$ cat config.mk
export PLATFORM = sky130hd
export DESIGN_NAME = fetch_stage
export DESIGN_NICKNAME = d
export VERILOG_FILES = /design/src/rtl/fetch_stage.sv
export SDC_FILE = /design/constraint.sdc
export NUM_CORES = 1
export LEC_CHECK = 0
export CAP_MARGIN = 40
export CORE_MARGIN = 10
export CORE_UTILIZATION = 57
export DETAILED_ROUTE_END_ITERATION = 8
export PLACE_DENSITY = 0.91
export SKIP_LAST_GASP = 1
export SLEW_MARGIN = 20
export SYNTH_ARGS = -nofsm -noshare
export SYNTH_HDL_FRONTEND = slang
export SYNTH_SLANG_ARGS = --single-unit
$ cat constraint.sdc
create_clock -name clk -period 7.35 [get_ports clk]
set_clock_uncertainty 0.2 [all_clocks]
set_input_delay 1.47 -clock clk [delete_from_list [all_inputs] [get_ports clk]]
set_output_delay 1.47 -clock clk [all_outputs]
set_load 0.03 [all_outputs]
$ cat src/rtl/fetch_stage.sv
// IF stage with IF/ID pipeline register, req/ack instruction fetch, freeze stall and branch flush.
// Optional performance counters are compiled in when FETCH_PERF_EN is defined.
`timescale 1ns/1ps
module fetch_stage #(
    parameter int                ADDR_W   = 32,
    parameter int                INSTR_W  = 32,
    parameter logic [ADDR_W-1:0] RESET_PC = '0
) (
    input  logic               clk,
    input  logic               rst,
    input  logic               freeze,
    input  logic               branch_taken,
    input  logic [ADDR_W-1:0]  branch_addr,
    output logic               imem_req,
    output logic [ADDR_W-1:0]  imem_addr,
    input  logic               imem_ack,
    input  logic [INSTR_W-1:0] imem_rdata,
    output logic               if_id_valid,
    output logic [ADDR_W-1:0]  if_id_pc,
    output logic [INSTR_W-1:0] if_id_instr
`ifdef FETCH_PERF_EN
    ,
    output logic [31:0]        perf_stall_cnt,
    output logic [31:0]        perf_flush_cnt
`endif
);

    typedef enum logic [1:0] {S_FETCH, S_HOLD, S_DRAIN} state_t;

    state_t             state;
    logic [ADDR_W-1:0]  pc;
    logic [ADDR_W-1:0]  target;
    logic [ADDR_W-1:0]  hold_pc;
    logic [INSTR_W-1:0] hold_instr;
    logic [ADDR_W-1:0]  pc_plus4;
    logic               fetch_done;
    logic               outstanding;

    // pc stays on the old address while draining, so it doubles as the fetch address.
    assign imem_addr   = pc;
    assign pc_plus4    = pc + ADDR_W'(4);
    assign fetch_done  = imem_req && imem_ack;
    assign outstanding = imem_req && !imem_ack;

    always_ff @(posedge clk) begin
        if (rst) begin
            state       <= S_FETCH;
            pc          <= RESET_PC;
            target      <= '0;
            hold_pc     <= '0;
            hold_instr  <= '0;
            imem_req    <= 1'b0;
            if_id_valid <= 1'b0;
            if_id_pc    <= '0;
            if_id_instr <= '0;
        end else if (branch_taken) begin
            if_id_valid <= 1'b0;
            if_id_instr <= '0;
            imem_req    <= 1'b1;
            // An unanswered request must complete before the redirect target is fetched.
            if (outstanding) begin
                target <= branch_addr;
                state  <= S_DRAIN;
            end else begin
                pc    <= branch_addr;
                state <= S_FETCH;
            end
        end else begin
            case (state)
                S_FETCH: begin
                    if (fetch_done) begin
                        if (freeze) begin
                            hold_pc    <= pc_plus4;
                            hold_instr <= imem_rdata;
                            imem_req   <= 1'b0;
                            state      <= S_HOLD;
                        end else begin
                            if_id_valid <= 1'b1;
                            if_id_pc    <= pc_plus4;
                            if_id_instr <= imem_rdata;
                            pc          <= pc_plus4;
                            imem_req    <= 1'b1;
                        end
                    end else begin
                        if (!freeze) begin
                            if_id_valid <= 1'b0;
                            if_id_instr <= '0;
                        end
                        imem_req <= 1'b1;
                    end
                end
                S_HOLD: begin
                    if (!freeze) begin
                        if_id_valid <= 1'b1;
                        if_id_pc    <= hold_pc;
                        if_id_instr <= hold_instr;
                        pc          <= hold_pc;
                        imem_req    <= 1'b1;
                        state       <= S_FETCH;
                    end
                end
                S_DRAIN: begin
                    if_id_valid <= 1'b0;
                    if_id_instr <= '0;
                    imem_req    <= 1'b1;
                    if (fetch_done) begin
                        pc    <= target;
                        state <= S_FETCH;
                    end
                end
                default: begin
                    imem_req <= 1'b0;
                    state    <= S_FETCH;
                end
            endcase
        end
    end

`ifdef FETCH_PERF_EN
    always_ff @(posedge clk) begin
        if (rst) begin
            perf_stall_cnt <= '0;
            perf_flush_cnt <= '0;
        end else if (branch_taken) begin
            perf_flush_cnt <= perf_flush_cnt + 32'd1;
        end else if (freeze) begin
            perf_stall_cnt <= perf_stall_cnt + 32'd1;
        end
    end
`endif

endmodule
==> flow_summary_export.csv, run 1 <==
group,metric,value,unit
synthesis,yosysSeqAreaShare,0.429,
floorplan,num_io_pins,167,
worst_setup_path,start_kind,"input pin",
worst_setup_path,crit_path_max_fanout,34,
clock_network,clockBufferDepth,2,
synthesis,ys.warnings.count,0,
place,place_congestion,0.917,
power_and_ir_drop,pwr-share-clk,0.389,
sta,finalHoldViolations,0,
global_route,grt_use_total,0.259,
synthesis,ys_types,62,
global_route,antenna_found_initial,0,
power_and_ir_drop,leakage,3.77,nW
global_route,grt_max_degree,65,
place,port-buffer-count,166,
synthesis,synth_edf_count,0,
worst_setup_path,crit_required,7.48,ns
run,maxCapViolCount,0,
worst_setup_path,crit_type,"input pin to register",
routing,drt_first_pass_iters,8,
synthesis,postSynthAreaPerCell,7.82,sq um
clock_network,holdBufCountCts,0,
sta,post-route-min-period,4.30,ns
clock_network,htree_num_levels,4,
clock_network,clkSlewWorstSetupHoldPaths,0.07,ns
global_route,grt_overflow,0,
status,status,"finished clean",
floorplan,die_width,147,um
power_and_ir_drop,p_comb_frac,0.152,
worst_hold_path,worstHoldPathType,"register to register",
layout,layout_common_cells,"dfxtp_1, nand2_1, clkdlybuf4s50_1",
layout,layout.cells.most_common,"dfxtp_1",
clock_network,cts_buffers,17,
synthesis,synth-adder-area-share,0.00684,
sta,finalHoldWorstSlack,0.255,ns
power_and_ir_drop,p_sw,0.694,mW
routing,drc,0,
layout,drive_gt1_frac,0.0607,
synthesis,synthFlopType,"dfxtp_1",
power_and_ir_drop,seqPwrFrac,0.460,
synthesis,synth_nets,1244,
sta,rsz0062_at_grt,"no",
worst_setup_path,cp.arrival,4.43,ns
routing,drt-total-wl,29500,um
global_route,grt_pass1_vias,9190,
synthesis,synth-xor-area-share,0.0163,
synthesis,syn-instance-count,1170,
power_and_ir_drop,powerDensity,217,nW/um^2
clock_network,ctsResizeCount,0,
power_and_ir_drop,p_sw_frac,0.277,
floorplan,fp-row-count,46,
synthesis,synthSimpleGateAreaFrac,0.206,
global_route,grt_pass1_wl,46800,um
synthesis,synth_compound_area_frac,0.279,
synthesis,synth.area.mux_share,0.00903,
clock_network,clock_latency,0.44,ns
routing,dr_total_vias,9597,
layout,area_growth,25.7,%
routing,routed_via_density,6.39,
floorplan,core_area,15800,sq um
layout,nets,1346,
sta,fin_tns_setup,0,ns
floorplan,dieArea,21500,sq um
routing,drt_iter0_markers,1141,
routing,avgRoutedWirePerCell,19.7,um
layout,n_antenna_cell,0,
sta,worst_pin_slew,0.891,ns
sta,timing.fmax,232,MHz
place,hpwl,19100,um
synthesis,synthArstFlopShare,0,
sta,relSlewSlack,0.404,
sta,setup_violations,0,
power_and_ir_drop,ir_drop,0.000180,V
worst_setup_path,endpoint_kind,"register",
clock_network,tritoncts,"built",
synthesis,synthesis.area,9150,sq um
synthesis,synth_top_family_by_area,"compound AO/OA/AOI/OAI gates",
clock_network,clkSinkCount,196,
power_and_ir_drop,internal_power,1.81,mW
clock_network,cts_root_buffer,"clkbuf_16",
layout,fill_cells,1214,
floorplan,die_y,147,um
routing,final_antenna_net_count,0,
sta,period_share,0.585,
floorplan,start_util,0.578,
sta,finalMaxSlewViolations,0,
synthesis,ys_ff_latch,196,
clock_network,postCtsSetupRepairBufs,0,
path summary, 6_finish.rpt:
path / from / end / slack, ns / depth (start not counted)
worst max-delay path: imem_ack / imem_addr[19]$_SDFFE_PP0P_ / 3.05 / 7
worst min-delay path: hold_instr[4]$_SDFFE_PP0P_ / hold_instr[4]$_SDFFE_PP0P_ / 0.26 / 2
worst max register to register: state[0]$_SDFFE_PP0P_ / imem_addr[19]$_SDFFE_PP0P_ / 3.95 / 8
worst min register to register: hold_instr[4]$_SDFFE_PP0P_ / hold_instr[4]$_SDFFE_PP0P_ / 0.26 / 2
cells in the mapped netlist (4+ instances only):
library cell	n	area, sq um
buf_1	8	30.0
a211o_1	4	35.0
a21oi_1	139	696
nor3_1	39	195
nand2_1	190	713
or3_1	6	37.5
xnor2_1	13	114
a22oi_1	53	398
o31a_1	13	114
a31oi_1	16	100
a221oi_1	7	61.3
dfxtp_1	196	3920
o32ai_1	9	78.8
ha_1	5	62.6
nand3_1	25	125
and2_1	5	31.3
buf_2	16	80.1
clkbuf_1	79	297
nor4_1	10	62.6
xor2_1	4	35.0
inv_1	17	63.8
o211ai_1	8	60.1
and3_1	7	43.8
nand4_1	7	43.8
and4_1	5	43.8
o21ai_0	62	310
nor2_1	105	394
a211oi_1	60	450
mux2i_1	6	60.1
power groups by stage:
stage          clock (mW)  sequential (mW)  combinational, mW
2_1_floorplan           0             1.21              0.179
3_3_place_gp            0             1.17              0.358
3_5_place_dp            0             1.17              0.370
4_1_cts             0.971             1.15              0.373
5_1_grt              1.02             1.15              0.406
6_report            0.972             1.15              0.379
flip-flops by register name, summed over array words and instances, names as in the netlist:
register	count
hold_pc	32
state	2
if_id_valid	1
if_id_instr	32
hold_instr	32
target	32
imem_req	1
if_id_pc	32
imem_addr	32
cell type report:
type / count / area [sq um] / share of cell area
clock buffer: 20 / 457 / 0.0397
clock inverter: 12 / 153 / 0.0133
inverter: 17 / 63.8 / 0.00555
multi-input combinational: 851 / 4770 / 0.415
sequential: 196 / 3920 / 0.341
tap: 216 / 270 / 0.0235
timing repair buffer: 189 / 1870 / 0.162
worst max-delay path, cell delays in order:
cell and delay (ns):
clkdlybuf4s50_1 0.60, nand3b_1 0.16, buf_4 0.39, o21ai_0 0.30, nor2_1 0.76, nand2_1 0.48
o32ai_1 0.27
per-layer routing:
| metal | up-vias | part of all wire | wire (um) | track usage |
|---|---|---|---|---|
| met5 | - | 0 | 0 | 0 |
| met4 | 0 | 0.029 | 851 | 0.113 |
| met3 | 103 | 0.11 | 3320 | 0.0732 |
| li1 | 4431 | - | - | - |
| met2 | 626 | 0.46 | 13700 | 0.418 |
| met1 | 4437 | 0.39 | 11700 | 0.315 |
cells by family after synthesis:
kind of cell               Yosys count
xor gates and xnor gates            17
adders and majority gates            5
and+or+nand+nor                    421
muxes                                8
DFF                                196
AOI/OAI and AO/OA                  400
buffers and inverters              123
metrics by stage:
step                area, sq um  setup WS, ns  total power, mW  cells  utilization
global placement          10800          2.90             1.53   1461        0.682
detailed placement        10900          2.80             1.54   1467        0.686
global route              11500          2.88             2.58   1501        0.727
CTS                       11500          3.20             2.49   1499        0.725
floorplan                  9150          4.22             1.39   1170            -
finish                    11500          3.05             2.50   1501        0.727
No activity file was read; power rests on OpenSTA's default activity.
==> run 2: changes to the inputs <==
- CORE_UTILIZATION: 57 -> 48
- PLACE_DENSITY: 0.91 -> 0.82
- clock period: 7.35 -> 3.7 ns (I/O delays scaled with it)
==> flow_summary_export.csv, run 2 (synthesis results as in run 1) <==
group,metric,value,unit
place,hpwl,19400,um
power_and_ir_drop,seqPwrFrac,0.457,
clock_network,clock_latency,0.43,ns
layout,finalNonFillerCells,1528,
worst_setup_path,r2r_start,"state[1]$_SDFFE_PP0P_",
layout,fill_cells,1610,
clock_network,postCtsSetupRepairBufs,0,
floorplan,dieArea,25000,sq um
routing,drt_first_pass_iters,6,
power_and_ir_drop,internal_power,3.63,mW
worst_setup_path,crit_type,"register to register",
power_and_ir_drop,p_sw,1.37,mW
worst_setup_path,r2r_slack,0.71,ns
sta,timing.fmax,335,MHz
floorplan,num_io_pins,167,
worst_setup_path,crit_path_cell_trace,"inv_1 > ha_2 > or3_1 > a31oi_1 > or2_2 > a21oi_1 > a221oi_1",
place,place_congestion,0.909,
routing,final_antenna_net_count,0,
clock_network,clkSinkCount,196,
global_route,grt_overflow,0,
layout,layout_common_cells,"dfxtp_1, nand2_1, clkdlybuf4s50_1",
sta,setup_violations,0,
status,status,"finished clean",
layout,area_growth,26.7,%
global_route,grt_use_total,0.228,
layout,drive_gt1_frac,0.0657,
run,maxCapViolCount,0,
sta,rsz0062_at_grt,"no",
worst_setup_path,start_kind,"register",
worst_setup_path,endpoint_kind,"register",
clock_network,htree_num_levels,4,
sta,fin_tns_setup,0,ns
clock_network,clockBufferDepth,2,
layout,n_antenna_cell,0,
worst_hold_path,hold_path.startpoint,"if_id_pc[8]$_SDFFE_PP0P_",
worst_setup_path,crit_path_top_delay_cell,"or2_2",
routing,drt_iter0_markers,958,
worst_setup_path,reg2regPathDepth,7,
floorplan,fp-row-count,50,
place,port-buffer-count,166,
clock_network,cts_root_buffer,"clkbuf_16",
sta,finalMaxSlewViolations,0,
sta,post-route-min-period,2.99,ns
worst_setup_path,cp.arrival,3.11,ns
global_route,antenna_found_initial,0,
floorplan,die_y,158,um
routing,routed_via_density,6.07,
place,placed_cells,1495,
sta,worst_pin_slew,0.786,ns
routing,drc,0,
clock_network,tritoncts,"built",
worst_setup_path,cp_num_buf_inv,1,
worst_hold_path,min_path_cells,2,
sta,finalHoldViolations,0,
clock_network,ctsResizeCount,0,
clock_network,clkSlewWorstSetupHoldPaths,0.07,ns
layout,layout.cells.most_common,"dfxtp_1",
routing,drt-total-wl,29400,um
floorplan,die_width,158,um
routing,avgRoutedWirePerCell,19.2,um
global_route,grt_pass1_wl,46300,um
worst_hold_path,worstHoldPathType,"register to register",
layout,nets,1355,
global_route,grt_max_degree,85,
clock_network,cts_buffers,17,
worst_setup_path,max_stage_delay,0.60,ns
sta,period_share,0.807,
worst_setup_path,crit_required,3.83,ns
sta,relSlewSlack,0.476,
clock_network,holdBufCountCts,0,
power_and_ir_drop,p_sw_frac,0.275,
power_and_ir_drop,leakage,3.81,nW
power_and_ir_drop,p_comb_frac,0.151,
power_and_ir_drop,pwr-share-clk,0.392,
routing,dr_total_vias,9270,
floorplan,core_area,18700,sq um
power_and_ir_drop,powerDensity,431,nW/um^2
worst_setup_path,cp_top_family,"simple AND/OR/NAND/NOR gates",
global_route,grt_pass1_vias,8827,
power_and_ir_drop,ir_drop,0.000325,V
worst_setup_path,crit_path_max_fanout,32,
floorplan,start_util,0.489,
worst_hold_path,worstHoldEndpoint,"if_id_pc[8]$_SDFFE_PP0P_",
worst_setup_path,reg2reg_to,"imem_addr[10]$_SDFFE_PP0P_",
[run 2: worst max path at each step]
stage                               start                           to  slack [ns]  depth (start not counted)
floorplan                          freeze   imem_addr[10]$_SDFFE_PP0P_        1.30                          8
detailed placement                 freeze   imem_addr[10]$_SDFFE_PP0P_        0.52                          6
finish              state[1]$_SDFFE_PP0P_   imem_addr[10]$_SDFFE_PP0P_        0.71                          7
CTS                 state[1]$_SDFFE_PP0P_   imem_addr[10]$_SDFFE_PP0P_        0.73                          7
global placement                 imem_ack  hold_instr[25]$_SDFFE_PP0P_        0.60                          6
global route        state[1]$_SDFFE_PP0P_   imem_addr[10]$_SDFFE_PP0P_        0.51                          7
[run 2: final cells by class]
class	count	area, sq um	area share
clock buffers	19	433	0.0374
clock inverters	13	181	0.0157
inverters	17	63.8	0.00551
multi-input cells	851	4770	0.411
flip-flops and latches	196	3920	0.339
well taps	234	293	0.0253
repair buffers	198	1930	0.166
[run 2: power by group through the flow]
stage / registers [mW] / logic [mW] / clock network (mW)
after global placement: 2.33 / 0.730 / 0
after detailed placement: 2.33 / 0.741 / 0
after global routing: 2.29 / 0.815 / 2.05
after CTS: 2.28 / 0.745 / 1.98
final: 2.28 / 0.754 / 1.96
after floorplan: 2.40 / 0.356 / 0
[run 2: per-stage QoR]
step	setup WS [ns]	power (mW)	area (sq um)	hold slack (ns)	utilization
finish	0.715	5.00	11600	0.252	0.619
global route	0.510	5.16	11600	0.268	0.619
CTS	0.729	5.00	11600	0.254	0.618
detailed placement	0.516	3.07	10900	0.245	0.585
global placement	0.599	3.06	10900	0.241	0.585
floorplan	1.30	2.75	9150	0.236	-
[run 2: routing by layer]
layer | vias to the layer above | part of all wire | global-route usage
li1 | 4450 | - | -
met1 | 4283 | 0.41 | 0.291
met2 | 477 | 0.46 | 0.361
met3 | 60 | 0.10 | 0.0597
met4 | 0 | 0.025 | 0.0891
met5 | - | 0 | 0
[run 2: tightest hold or removal path: cells and delay by family, from the launching register on]
family             cells  cell delay (ns)
and+or+nand+nor        1             0.05
DFF                    1             0.31
AOI/OAI and AO/OA      1             0.05
==> variant: new RTL, flow settings as in run 1 <==
The option `FETCH_PERF_EN` is turned on by a define.
--- a/src/rtl/fetch_stage.sv
+++ b/src/rtl/fetch_stage.sv
@@ -1,6 +1,8 @@
 // IF stage with IF/ID pipeline register, req/ack instruction fetch, freeze stall and branch flush.
 // Optional performance counters are compiled in when FETCH_PERF_EN is defined.
 `timescale 1ns/1ps
+`define FETCH_PERF_EN
+
 module fetch_stage #(
     parameter int                ADDR_W   = 32,
     parameter int                INSTR_W  = 32,
Function (old outputs only; new: perf_flush_cnt and perf_stall_cnt): kept (equiv_simple and equiv_induct, registers matched by name and starting in step).
==> variant against run 1 <==
  * Hold slack lost 0.0017 ns
  * Register-to-register slack gained 0.10 ns
  * Wire length grew 32%
  * Sequential cell count grew 64
  * Setup slack improved by 0.58 ns
  * Power grew 30%
  * Final cell count is 31% higher
  * Combinational power rose by 1%
  * Area after synthesis is 32% higher
  * Cell area rose by 33%
  * Critical endpoint is now hold_pc[10]
==> variant: results <==
[worst_setup_path]
rr_worst_depth = 9
cp_max_fo = 75
crit_path_start = "freeze"
endpoint = "hold_pc[10]"
regToRegEndpoint = "if_id_pc[21]"
worstReg2RegStart = "state[1]"
r2r_slack_ns = 4.05

[placed_design]
detailed_place_hpwl_um = 26200
placed_area_sq_um = 14400
port_buffers = 230
gp_congestion = 0.943

[synth]
synth_compound_area_share_pct = 21.7
async_reset_ff_share_pct = 0
ys.flop_type = "dfxtp_1"
synth_nets = 1589
synth_cell_types = 66
ys_top_cells_by_count = "dfxtp_1, nand2_1, nor2_1"
synth_mux_area_share_pct = 1.04
synth_xor_area_share_pct = 4.64
synth_area_leaders = "dfxtp_1, nand2_1, a21oi_1, nor2_1, a211oi_1"
ys_seq_area_share_pct = 43.1
synthAdderAreaFrac_pct = 0.725
ys_warn_count = 0

[detailed_routing]
dr.pass1.iters = 6
vias = 12300
drt_iter0_drc = 1427
wirelength_um = 39100

[worst_hold_path]
hold_class = "register to register"

[clock_tree]
clk_pin_slew_worst_paths_ns = 0.06
htree_levels = 1
clk_latency_ns = 0.54
post_cts_buffers = 0
ctsResizeCount = 0
clock_path_buffers = 3
numCtsBuffers = 27

[pwr]
leakagePower_uw = 0.00506
irDropWorstVdd_mv = 0.175

[layout]
fin_nets = 1751
drive_above_1_share_pct = 5.61
final_area_sq_um = 15300
final.fill_count = 1519

[timing]
tightest_slew_ns = 0.870

[grt]
antenna_found_initial = 1
grtUsageTotal_pct = 27.0
grt_max_degree = 108
grt_pass1_wl_um = 61000

[status]
outcome = "complete, no violations"
variant: cell count changes in the layout (fill, tap and decap cells not counted), sizes merged, moves of 11 or more:
cell and delta:
a21oi +15, and3 +13, clkbuf +23, clkdlybuf4s50 +64, dfxtp +64, nand2 +25, nand3 +18, nand4 +17
nor2 +75, nor3 +11, nor4 +13, o21ai -15, xnor2 +14, xor2 +33
variant: area by class of cell:
type | count | area share, %
inverters | 25 | 0.611
multi-input cells | 1108 | 41.2
flip-flops and latches | 260 | 33.9
well taps | 275 | 2.24
repair buffers | 253 | 16.3
clock buffers | 42 | 5.16
clock inverters | 6 | 0.571
diodes | 1 | 0.0163
variant: worst min path at each step:
stage              startpoint              to  slack (ns)  cells after the start
2_1_floorplan   hold_instr[0]   hold_instr[0]        0.24                      2
3_3_place_gp     if_id_pc[14]    if_id_pc[14]        0.24                      2
3_5_place_dp    hold_instr[7]   hold_instr[7]        0.25                      2
4_1_cts        hold_instr[23]  hold_instr[23]        0.25                      2
5_1_grt          if_id_pc[13]    if_id_pc[13]        0.27                      2
6_report         if_id_pc[15]    if_id_pc[15]        0.25                      2
variant: worst max-delay path: stages:
cell,delay (ns)
clkdlybuf4s50_1,0.76
nor2b_1,0.47
and2_2,0.23
buf_4,0.62
nor2_1,0.09
a211oi_1,0.26
variant: cells by family (layout without fill, tap and decap cells):
logic type / after synthesis / count (layout)
and+or+nand+nor: 620 / 620
adders and majority gates: 7 / 7
AOI/OAI and AO/OA: 405 / 405
xor gates and xnor gates: 64 / 64
muxes: 12 / 12
DFF: 260 / 260
other: 0 / 1
buffers and inverters: 145 / 326
variant: layer usage:
layer	vias to the layer above	GRT usage [%]	part of all wire, %
met2	750	42.7	45
met5	-	0	0
met3	132	8.18	13
met1	5683	34.2	38
met4	0	9.42	3.8
li1	5718	-	-
variant: through the flow:
| step | worst slack (ns) | hold WS, ns | cells |
|---|---|---|---|
| 2_1_floorplan | 4.20 | 0.236 | 1513 |
| 3_3_place_gp | 3.16 | 0.239 | 1916 |
| 3_5_place_dp | 3.15 | 0.246 | 1919 |
| 4_1_cts | 3.70 | 0.254 | 1967 |
| 5_1_grt | 3.39 | 0.271 | 1970 |
| 6_report | 3.63 | 0.253 | 1970 |
variant: power breakdown:
| group | internal (uW) | switching, uW |
|---|---|---|
| registers | 1450 | 48.9 |
| logic | 147 | 237 |
| clock network | 808 | 559 |
| total | 2410 | 845 |
